--- src/rtl/mdu_pkg.sv ---
// Shared constants and command decode helpers for the multiply/divide unit.
package mdu_pkg;

    // Conveyor geometry
    localparam int NUM_SLOTS = 8;
    localparam int CMD_W     = 88;

    // Unit identification on the conveyor
    localparam logic [2:0] UNIT_CODE = 3'd6;
    localparam logic [4:0] TAKE_TAG  = 5'd6;

    // Opcodes handled by this unit
    localparam logic [7:0] OP_MUL   = 8'h30;
    localparam logic [7:0] OP_MULHU = 8'h31;
    localparam logic [7:0] OP_DIVU  = 8'h32;
    localparam logic [7:0] OP_REMU  = 8'h33;

    // Completion status codes
    localparam logic [2:0] STAMP_DONE    = 3'b001;
    localparam logic [2:0] STAMP_DIV0    = 3'b010;
    localparam logic [2:0] STAMP_ILLEGAL = 3'b011;

    // Command field positions (LSB of each field)
    localparam int OPC_LSB = 80;
    localparam int RD_LSB  = 75;
    localparam int RS1_LSB = 70;
    localparam int RS2_LSB = 65;

    // FSM state encoding
    localparam logic [1:0] ST_IDLE = 2'd0;
    localparam logic [1:0] ST_EXEC = 2'd1;
    localparam logic [1:0] ST_WB   = 2'd2;

    // Decoded view of a conveyor command
    typedef struct packed {
        logic [7:0] opcode;
        logic [4:0] rd;
        logic [4:0] rs1;
        logic [4:0] rs2;
    } mdu_cmd_t;

    function automatic mdu_cmd_t decode_cmd(input logic [CMD_W-1:0] cmd);
        mdu_cmd_t c;
        c.opcode = cmd[OPC_LSB +: 8];
        c.rd     = cmd[RD_LSB  +: 5];
        c.rs1    = cmd[RS1_LSB +: 5];
        c.rs2    = cmd[RS2_LSB +: 5];
        return c;
    endfunction

    function automatic logic op_is_div(input logic [7:0] op);
        return (op == OP_DIVU) || (op == OP_REMU);
    endfunction

    function automatic logic op_is_legal(input logic [7:0] op);
        return (op == OP_MUL) || (op == OP_MULHU) || op_is_div(op);
    endfunction

endpackage

--- src/rtl/mdu_div32.sv ---
// 32-cycle unsigned restoring divider. A start pulse while idle loads the
// operands; the unit then stays busy for exactly 32 cycles, shifting one
// dividend bit (MSB first) into a 33-bit partial remainder each cycle.
// done is raised in the 32nd busy cycle; quotient/remainder are valid from
// the following cycle and hold until the next start.
module mdu_div32
    import mdu_pkg::*;
(
    input  logic        i_clk,
    input  logic        i_rst,
    input  logic        i_start,
    input  logic [31:0] i_dividend,
    input  logic [31:0] i_divisor,
    output logic        o_busy,
    output logic        o_done,
    output logic [31:0] o_quotient,
    output logic [31:0] o_remainder
);

    logic [32:0] r_rem;
    logic [31:0] r_quo;
    logic [31:0] r_div;
    logic [4:0]  r_cnt;
    logic        r_busy;

    logic [32:0] w_shift;
    logic [33:0] w_diff;
    logic        w_fits;
    logic        w_unused_rem_msb;

    // Trial subtraction of the divisor from the shifted partial remainder
    always_comb begin
        w_shift = {r_rem[31:0], r_quo[31]};
        w_diff  = {1'b0, w_shift} - {2'b00, r_div};
        w_fits  = ~w_diff[33];
    end

    // Iteration registers: load on start, one restoring step per busy cycle
    always_ff @(posedge i_clk or posedge i_rst) begin
        if (i_rst) begin
            r_rem  <= '0;
            r_quo  <= '0;
            r_div  <= '0;
            r_cnt  <= '0;
            r_busy <= 1'b0;
        end else if (i_start && !r_busy) begin
            r_rem  <= '0;
            r_quo  <= i_dividend;
            r_div  <= i_divisor;
            r_cnt  <= '0;
            r_busy <= 1'b1;
        end else if (r_busy) begin
            r_rem  <= w_fits ? w_diff[32:0] : w_shift;
            r_quo  <= {r_quo[30:0], w_fits};
            r_cnt  <= r_cnt + 5'd1;
            if (r_cnt == 5'd31) begin
                r_busy <= 1'b0;
            end
        end
    end

    // The remainder never exceeds the divisor, so its top bit is always 0
    assign w_unused_rem_msb = r_rem[32];

    assign o_busy      = r_busy;
    assign o_done      = r_busy && (r_cnt == 5'd31);
    assign o_quotient  = r_quo;
    assign o_remainder = r_rem[31:0];

endmodule

--- src/rtl/mdu.sv ---
// Multiply/divide responder on the conveyor dispatch bus.
// Handshake: in IDLE the unit claims the lowest slot tagged with its unit
// code by pulsing take_in[i] for one cycle (the claim is accepted on that
// clock edge, no back-pressure). After execution it pulses stamp_in[i] for
// one cycle together with the status on stamp_flat; the conveyor clears the
// slot's unit code on that same edge. One instruction in flight at a time.
module mdu
    import mdu_pkg::*;
(
    input  logic                         clk,
    input  logic                         reset,
    input  logic [3*NUM_SLOTS-1:0]       reg_start_flat,
    input  logic [CMD_W*NUM_SLOTS-1:0]   reg_out_flat,
    output logic [NUM_SLOTS-1:0]         take_in,
    output logic [5*NUM_SLOTS-1:0]       take_flat,
    output logic [NUM_SLOTS-1:0]         stamp_in,
    output logic [3*NUM_SLOTS-1:0]       stamp_flat,
    output logic [4:0]                   reg_search_out12,
    input  logic [31:0]                  reg_out12,
    output logic [4:0]                   reg_search_out13,
    input  logic [31:0]                  reg_out13,
    output logic [4:0]                   reg_search_in12,
    output logic [31:0]                  reg_in12,
    output logic                         reg_in12_start,
    output logic [1:0]                   o_dbg_state
);

    logic [1:0]  r_state;
    logic [1:0]  w_state_nx;

    logic [2:0]  r_slot;
    logic [7:0]  r_op;
    logic [4:0]  r_rd;
    logic [31:0] r_a;
    logic [31:0] r_b;
    logic [2:0]  r_status;
    logic [31:0] r_result;

    logic        w_hit;
    logic [2:0]  w_sel;
    mdu_cmd_t    w_cmd;
    logic        w_claim;
    logic [2:0]  w_new_status;
    logic        w_div_start;

    logic [63:0] w_prod;
    logic [31:0] w_exec_result;
    logic [31:0] w_wb_data;

    logic        w_div_busy;
    logic        w_div_done;
    logic [31:0] w_div_quo;
    logic [31:0] w_div_rem;
    logic        w_unused_ok;

    // Priority pick: lowest-index slot carrying this unit's code
    always_comb begin
        w_hit = 1'b0;
        w_sel = '0;
        for (int i = NUM_SLOTS - 1; i >= 0; i--) begin
            if (reg_start_flat[3*i +: 3] == UNIT_CODE) begin
                w_hit = 1'b1;
                w_sel = 3'(i);
            end
        end
    end

    assign w_cmd = decode_cmd(reg_out_flat[CMD_W*w_sel +: CMD_W]);

    // Claims are suppressed while reset is held so every output reads 0
    assign w_claim = (r_state == ST_IDLE) && w_hit && !reset;

    // Status is known at claim time: bad opcode or zero divisor
    always_comb begin
        w_new_status = STAMP_DONE;
        if (!op_is_legal(w_cmd.opcode)) begin
            w_new_status = STAMP_ILLEGAL;
        end else if (op_is_div(w_cmd.opcode) && (reg_out13 == 32'd0)) begin
            w_new_status = STAMP_DIV0;
        end
    end

    // The divider is launched on the claim edge so it finishes on T+32
    assign w_div_start = w_claim && op_is_div(w_cmd.opcode) && (reg_out13 != 32'd0);

    // Claim-side outputs: take pulse, tag and register read addresses
    always_comb begin
        take_in          = '0;
        take_flat        = '0;
        reg_search_out12 = '0;
        reg_search_out13 = '0;
        if (w_claim) begin
            take_in[w_sel]           = 1'b1;
            take_flat[5*w_sel +: 5]  = TAKE_TAG;
            reg_search_out12         = w_cmd.rs1;
            reg_search_out13         = w_cmd.rs2;
        end
    end

    // Latch the claimed instruction and its operands
    always_ff @(posedge clk or posedge reset) begin
        if (reset) begin
            r_slot   <= '0;
            r_op     <= '0;
            r_rd     <= '0;
            r_a      <= '0;
            r_b      <= '0;
            r_status <= '0;
        end else if (w_claim) begin
            r_slot   <= w_sel;
            r_op     <= w_cmd.opcode;
            r_rd     <= w_cmd.rd;
            r_a      <= reg_out12;
            r_b      <= reg_out13;
            r_status <= w_new_status;
        end
    end

    // Single-cycle multiply and the fixed divide-by-zero results
    always_comb begin
        w_prod = {32'd0, r_a} * {32'd0, r_b};
        case (r_op)
            OP_MUL:   w_exec_result = w_prod[31:0];
            OP_MULHU: w_exec_result = w_prod[63:32];
            OP_DIVU:  w_exec_result = 32'hFFFF_FFFF;
            OP_REMU:  w_exec_result = r_a;
            default:  w_exec_result = 32'd0;
        endcase
    end

    // Capture the non-iterative result at the end of EXEC
    always_ff @(posedge clk or posedge reset) begin
        if (reset) begin
            r_result <= '0;
        end else if (r_state == ST_EXEC) begin
            r_result <= w_exec_result;
        end
    end

    mdu_div32 u_div (
        .i_clk       (clk),
        .i_rst       (reset),
        .i_start     (w_div_start),
        .i_dividend  (reg_out12),
        .i_divisor   (reg_out13),
        .o_busy      (w_div_busy),
        .o_done      (w_div_done),
        .o_quotient  (w_div_quo),
        .o_remainder (w_div_rem)
    );

    assign w_unused_ok = w_div_busy;

    // Next-state logic: IDLE -> EXEC/WB, EXEC waits on the divider if needed
    always_comb begin
        w_state_nx = r_state;
        case (r_state)
            ST_IDLE: begin
                if (w_claim) begin
                    w_state_nx = op_is_legal(w_cmd.opcode) ? ST_EXEC : ST_WB;
                end
            end
            ST_EXEC: begin
                if (!op_is_div(r_op) || (r_status == STAMP_DIV0) || w_div_done) begin
                    w_state_nx = ST_WB;
                end
            end
            ST_WB:   w_state_nx = ST_IDLE;
            default: w_state_nx = ST_IDLE;
        endcase
    end

    // State register
    always_ff @(posedge clk or posedge reset) begin
        if (reset) begin
            r_state <= ST_IDLE;
        end else begin
            r_state <= w_state_nx;
        end
    end

    // A real divide takes its result from the divider, everything else from r_result
    assign w_wb_data = (op_is_div(r_op) && (r_status == STAMP_DONE))
                     ? ((r_op == OP_DIVU) ? w_div_quo : w_div_rem)
                     : r_result;

    // Writeback-side outputs: register write and completion stamp
    always_comb begin
        stamp_in        = '0;
        stamp_flat      = '0;
        reg_in12_start  = 1'b0;
        reg_search_in12 = '0;
        reg_in12        = '0;
        if (r_state == ST_WB) begin
            stamp_in[r_slot]           = 1'b1;
            stamp_flat[3*r_slot +: 3]  = r_status;
            if (r_status != STAMP_ILLEGAL) begin
                reg_in12_start  = 1'b1;
                reg_search_in12 = r_rd;
                reg_in12        = w_wb_data;
            end
        end
    end

    assign o_dbg_state = r_state;

endmodule
--- config.mk ---
export PLATFORM = sky130hd
export DESIGN_NAME = mdu
export DESIGN_NICKNAME = d
export VERILOG_FILES = /design/src/rtl/mdu_pkg.sv /design/src/rtl/mdu_div32.sv /design/src/rtl/mdu.sv
export SDC_FILE = /design/constraint.sdc
export NUM_CORES = 2
export LEC_CHECK = 0
export ABC_AREA = 1
export ABC_CLOCK_PERIOD_IN_PS = 9100
export CAP_MARGIN = 20
export CORE_AREA = 2 2 359 361
export CTS_CLUSTER_DIAMETER = 120
export DETAILED_ROUTE_END_ITERATION = 12
export DIE_AREA = 0 0 361 363
export GPL_TIMING_DRIVEN = 0
export PLACE_DENSITY = 0.71
export SYNTH_ARGS = -nofsm -noshare
export SYNTH_HDL_FRONTEND = slang
export SYNTH_SLANG_ARGS = --single-unit
--- constraint.sdc ---
create_clock -name clk -period 9.1 [get_ports clk]
set_input_delay 1.82 -clock clk [delete_from_list [all_inputs] [get_ports clk]]
set_output_delay 1.82 -clock clk [all_outputs]
set_load 0.01 [all_outputs]
== Yosys cells after proc, flatten, opt, wreduce, memory -nomap -nowiden ==
Cells that the tools add are included.
Operators by class
  shift-type cells: 5
  $add $sub $neg: 4
  $lt $le $gt $ge: 4
  $mul: 4
  bitwise gates (word level): 3
  equal/unequal tests: 24
  reduce and logical (&&, ||, !) cells: 24
  mux-type cells: 51
Operators by type and width (count)
  704-bit by 11-bit indexed part select with 88-bit output: 1
  32-bit 2-to-1 mux: 9
  32-bit case mux with 4 select lines: 1
  8-bit by 6-bit equality test with 1-bit output (second input constant): 8
  32-bit by 32-bit multiplier with 64-bit output: 1
  40-bit bitwise AND: 1
  40-bit 2-to-1 mux: 1
  5-bit by 34-bit variable shift with 40-bit output (first input constant): 1
  5-bit by 34-bit indexed part select with 40-bit output (first input constant): 1
  5-bit negation with 34-bit output: 1
  6-bit negation with 34-bit output: 1
  3-bit by 34-bit variable shift with 24-bit output (first input constant): 1
  3-bit by 34-bit indexed part select with 24-bit output: 1
  33-bit by 32-bit subtractor with 34-bit output: 1
  32-bit logical NOT: 1
  32-bit nonzero test: 1
  5-bit 2-to-1 mux: 6
  24-bit bitwise AND: 1
  3-bit equality test (second input constant): 8
  24-bit 2-to-1 mux: 1
  3-bit 2-to-1 mux: 8
  8-bit 2-to-1 mux: 2
  1-bit 2-to-1 mux: 15
  1-bit logical AND: 10
  23 further kinds: 37
Word-level totals
  output and inout port bits: 130
  register bits: 219
  word-level logic and storage cells: 132
  input port bits: 794

== Logic depth before layout (Yosys ltp) ==
  depth after elaboration: 17
  gate-level depth with buffers: 35
  mapped depth without buffers: 33

== Hierarchy ==
From an unflattened synthesis, not the netlist that was laid out.
Unflattened totals
  cells, all modules: 7052
  area total of the unflattened synthesis: 50507.2 sq um
By module, submodules not included
  mdu: area an instance 43529.2 sq um, cells an instance 6008, times used 1
  mdu_div32: area an instance 6977.9 sq um, cells an instance 1044, times used 1

== Worst setup path after synthesis ==
OpenSTA, ideal clock, no wires.
  path type: input to output
  from: input reset
  to: output take_flat[2]
  stages on the path: 8
  buffers on the path: 3
  data arrival time: 8085 ps
  slack: -805 ps
  data required time: 7280 ps
  path through: inv_1 nand3_1 buf_2 nor2_1 inv_1 clkbuf_1 nor4_1 buf_4
On the way
  cells in the longest elaborated chain, start to end: 3
RTL lines
  start: declaration: RTL line mdu.sv:11  | input logic reset,
  1-bit logical NOT (no source line)
  1-bit logical AND: RTL line mdu.sv:71  | assign w_claim = (r_state == ST_IDLE) && w_hit && !reset;
  40-bit 2-to-1 mux: RTL line mdu.sv:92  | if (w_claim) begin
  end: declaration: RTL line mdu.sv:15  | output logic [5*NUM_SLOTS-1:0] take_flat,
No other way between the ends.

== Final worst setup path ==
  from: register r_b[24]
  to: register r_result[11]
On the way
  cells in the longest elaborated chain, start to end: 2
RTL lines
  start: declaration: RTL line mdu.sv:35  | logic [31:0] r_b;
  start signal: assignment: RTL line mdu.sv:114  | r_b <= reg_out13;
  32-bit by 32-bit multiplier with 64-bit output: RTL line mdu.sv:121  | w_prod = {32'd0, r_a} * {32'd0, r_b};
  32-bit case mux with 4 select lines: RTL line mdu.sv:122  | case (r_op)
  end signal: assignment: RTL line mdu.sv:136  | r_result <= w_exec_result;
  end: declaration: RTL line mdu.sv:37  | logic [31:0] r_result;
No other way between the ends.
A chain may end at the register's enable or synchronous reset.

==> impl_metrics.py <==
metrics = {
    "timing": {
        "hold_violations": 0,
        "worst_slew_pin_slew_ps": 1272,
        "skew_ps": 13.34,
        "timing.final.crit_share_pct": 100.9,
        "min_period_ps": 9182,
        "fmax_ghz": 0.1089,
        "fin_ws_ps": -82.29,
        "setup-violations-final": 1,
        "rsz0062_at_grt": "yes",
        "slew_violations": 0,
        "fin_setup_tns_ps": -82.29,
        "slew-limit-headroom_pct": 15.22,
    },
    "worst_setup_path": {
        "cpPeakStageDelay_ps": 820,
        "worstSetupPathType": "flop to flop",
        "arrival_ps": 9600,
        "ff2ff_setup_slack_ps": -80,
        "crit_top_cell": "fa_1",
        "crit_path_cell_trace": "clkbuf_1 > nand2_1 > fa_1 > inv_1 > fa_1 > fa_1 > fa_1 > fa_1 > fa_1 > fa_1 > inv_1 > fa_1 > inv_1 > ha_1 > a21oi_1 > o21ai_0 > a21oi_1 > o21ai_0 > a21oi_1 > inv_1 > o21ai_0 > nand3_1 > nand2_1 > nand2_1",
        "reg2reg_depth": 24,
        "cp-end-kind": "flop",
        "worst-endpoint-required_ps": 9520,
        "cp-start-kind": "flop",
        "critPathMaxFanout": 10,
        "crit_slowest_cell": "dfrtp_1",
    },
    "clock_network": {
        "cts_sinks": 218,
        "clock_latency_ps": 530,
        "clk_pin_slew_ps": 80,
        "cts_made_buffers": 21,
        "h-tree-depth": 1,
        "cts_hold_buffers": 0,
        "cts_tree": "done",
        "clockBufferDepth": 3,
        "root_buffer": "clkbuf_16",
    },
    "yosys": {
        "synth_mux_area_share_pct": 0,
        "synth.area.top_cells": "fa_1 36%, nand2_1 14%, inv_1 13%",
        "postSynthCellCount": 6859,
        "synthAdderAreaFrac_pct": 43.66,
        "yosys.cell_count.top_type": "nand2_1",
        "syn_avg_cell_area_um2": 7.267,
        "async_flop_share_pct": 100.0,
        "yosysTopAreaCell": "fa_1",
        "netlist.area_leader.share_pct": 36.03,
        "synth-seq-cells": 218,
        "synth_warnings": 0,
        "synth_compound_area_share_pct": 6.690,
        "synth-simple-area-share_pct": 21.17,
        "ys.flop_type": "dfrtp_1",
        "synth_edf_count": 0,
        "synth_cell_types": 49,
        "synth_top_family_by_area": "adder cells",
        "synthTopCellsByCount": "1906 x nand2_1, 1789 x inv_1, 897 x fa_1, 342 x clkbuf_1, 331 x nor2_1",
        "synth_seq_area_share_pct": 10.95,
        "syn-cell-area_mm2": 0.04984,
        "synth-xor-area-share_pct": 0.4393,
    },
    "placement": {
        "place_congestion": 1.065,
        "port_buffers": 371,
        "dp_hpwl_um": 223100,
    },
    "status": {
        "violations": "negative setup slack",
        "status": "finished with violations",
    },
    "global_routing": {
        "grt_antenna_before_repair": 33,
        "grt_pass1_vias": 49850,
        "grt_overflow": 0,
        "grt_max_degree": 43,
        "grt_pass1_wl_um": 362200,
        "grtUsageTotal_pct": 39.45,
    },
    "floorplan": {
        "rows": 131,
        "core_mm2": 0.1270,
        "die-width_um": 361,
        "initial_utilization_pct": 39.24,
        "io_pins": 924,
        "dieArea_mm2": 0.1310,
        "die_y_um": 363,
    },
    "routing": {
        "drc": 0,
        "drtPass1Iterations": 7,
        "drt-initial-drc-count": 4208,
        "routed_wl_um": 257300,
        "vias_per_cell": 5.270,
        "wire_per_inst_um": 28.61,
        "ant_nets": 0,
        "routed-via-count": 47390,
    },
    "finish": {
        "final_layout_size_suffix_gt1_share_pct": 3.791,
        "area_growth_pct": 14.41,
        "nNetsFinal": 9287,
    },
    "min_path": {
        "hold_class": "flop to flop",
        "holdPathStages": 2,
    },
    "job": {
        "maxCapViolCount": 0,
    },
}
[worst max-delay path: cells and delay by family (launching register included)]
| kind | cells | cell delay [ps] |
|---|---|---|
| buf+inv | 5 | 1030 |
| flops | 1 | 820 |
| compound gates | 6 | 2100 |
| simple gates | 4 | 500 |
| fa+ha+maj | 9 | 4600 |
[layout by cell type, fill, tap and decap left out, types with 20 or more instances in the layout]
| cell type | netlist | layout |
|---|---|---|
| nand2_1 | 1906 | 1906 |
| inv_1 | 1789 | 1788 |
| fa_1 | 897 | 897 |
| clkdlybuf4s50_1 | 0 | 371 |
| nor2_1 | 331 | 331 |
| ha_1 | 304 | 304 |
| nand3_1 | 218 | 218 |
| clkbuf_1 | 342 | 217 |
| dfrtp_1 | 218 | 216 |
| a21oi_1 | 212 | 212 |
| o21ai_0 | 206 | 205 |
| clkbuf_2 | 0 | 103 |
| nand4_1 | 52 | 52 |
| buf_4 | 44 | 46 |
| nor3_1 | 35 | 35 |
| conb_1 | 1 | 32 |
| nand3b_1 | 26 | 26 |
| diode_2 | 0 | 25 |
| a31oi_1 | 25 | 25 |
| clkbuf_16 | 0 | 21 |
| o22ai_1 | 20 | 20 |
[cell type report]
type / instances / area (µm²)
tap: 1662 / 2079
inverter: 1797 / 6749
clock buffer: 25 / 570.5
antenna: 25 / 62.56
multi-input combinational: 4460 / 35990
timing repair buffer: 402 / 4189
buffer: 392 / 1839
fill: 13300 / 70010
sequential: 218 / 5458
clock inverter: 12 / 87.58
[through the flow]
step / setup slack [ps] / std cells / instance area, µm² / util, % / hold slack (ps)
2_1_floorplan: 747.8 / 6890 / 49960 / - / 445.5
3_3_place_gp: -3633 / 8923 / 55750 / 43.89 / 463.2
3_5_place_dp: -333.0 / 8952 / 56210 / 44.25 / 465.1
4_1_cts: 3.668 / 8984 / 56920 / 44.81 / 484.0
5_1_grt: -38.43 / 8982 / 56990 / 44.87 / 503.9
6_report: -82.29 / 8993 / 57020 / 44.89 / 485.6
[state kept, by name, indices dropped and copies added (netlist names), 2 cells and up]
register,count
r_a,32
r_result,32
r_rd,5
u_div.r_rem,32
r_slot,3
u_div.o_quotient,32
u_div.r_cnt,5
r_op,8
o_dbg_state,2
r_status,2
r_b,32
u_div.r_div,32
[cell families (layout without fill, tap and decap cells)]
kind of cell / after synthesis / after routing
AOI/OAI and AO/OA: 583 / 583
other: 1 / 57
and+or+nand+nor: 2619 / 2619
DFF: 218 / 218
xor gates and xnor gates: 25 / 25
adders and majority gates: 1201 / 1201
buffers and inverters: 2212 / 2628
[worst paths after layout]
path / start / to
hold / removal: u_div.r_div[16] / u_div.r_div[16]
setup reg to reg: r_b[24] / r_result[11]
hold reg to reg: u_div.r_div[16] / u_div.r_div[16]
max in group asynchronous: reset / r_a[20]
setup / recovery: r_b[24] / r_result[11]
min in group asynchronous: reset / u_div.r_div[7]
[layer usage]
metal | wire length (µm) | vias up | part of all wire, % | global-route usage [%]
li1 | - | 20830 | - | -
met1 | 86140 | 23340 | 33 | 42.47
met2 | 119800 | 2478 | 47 | 65.89
met3 | 23750 | 725 | 9.2 | 8.862
met4 | 27460 | 20 | 11 | 34.06
met5 | 134 | - | 0.052 | 0
[repair_timing]
item | CTS | global route
buffers inserted | 0 | 0
gates resized for setup | 54 | 157
setup endpoints to repair | 13 | 14
cloned | 0 | 0
Power is not shown: default switching activity piles up to over one toggle a cycle in this logic, so the estimate is an artifact.
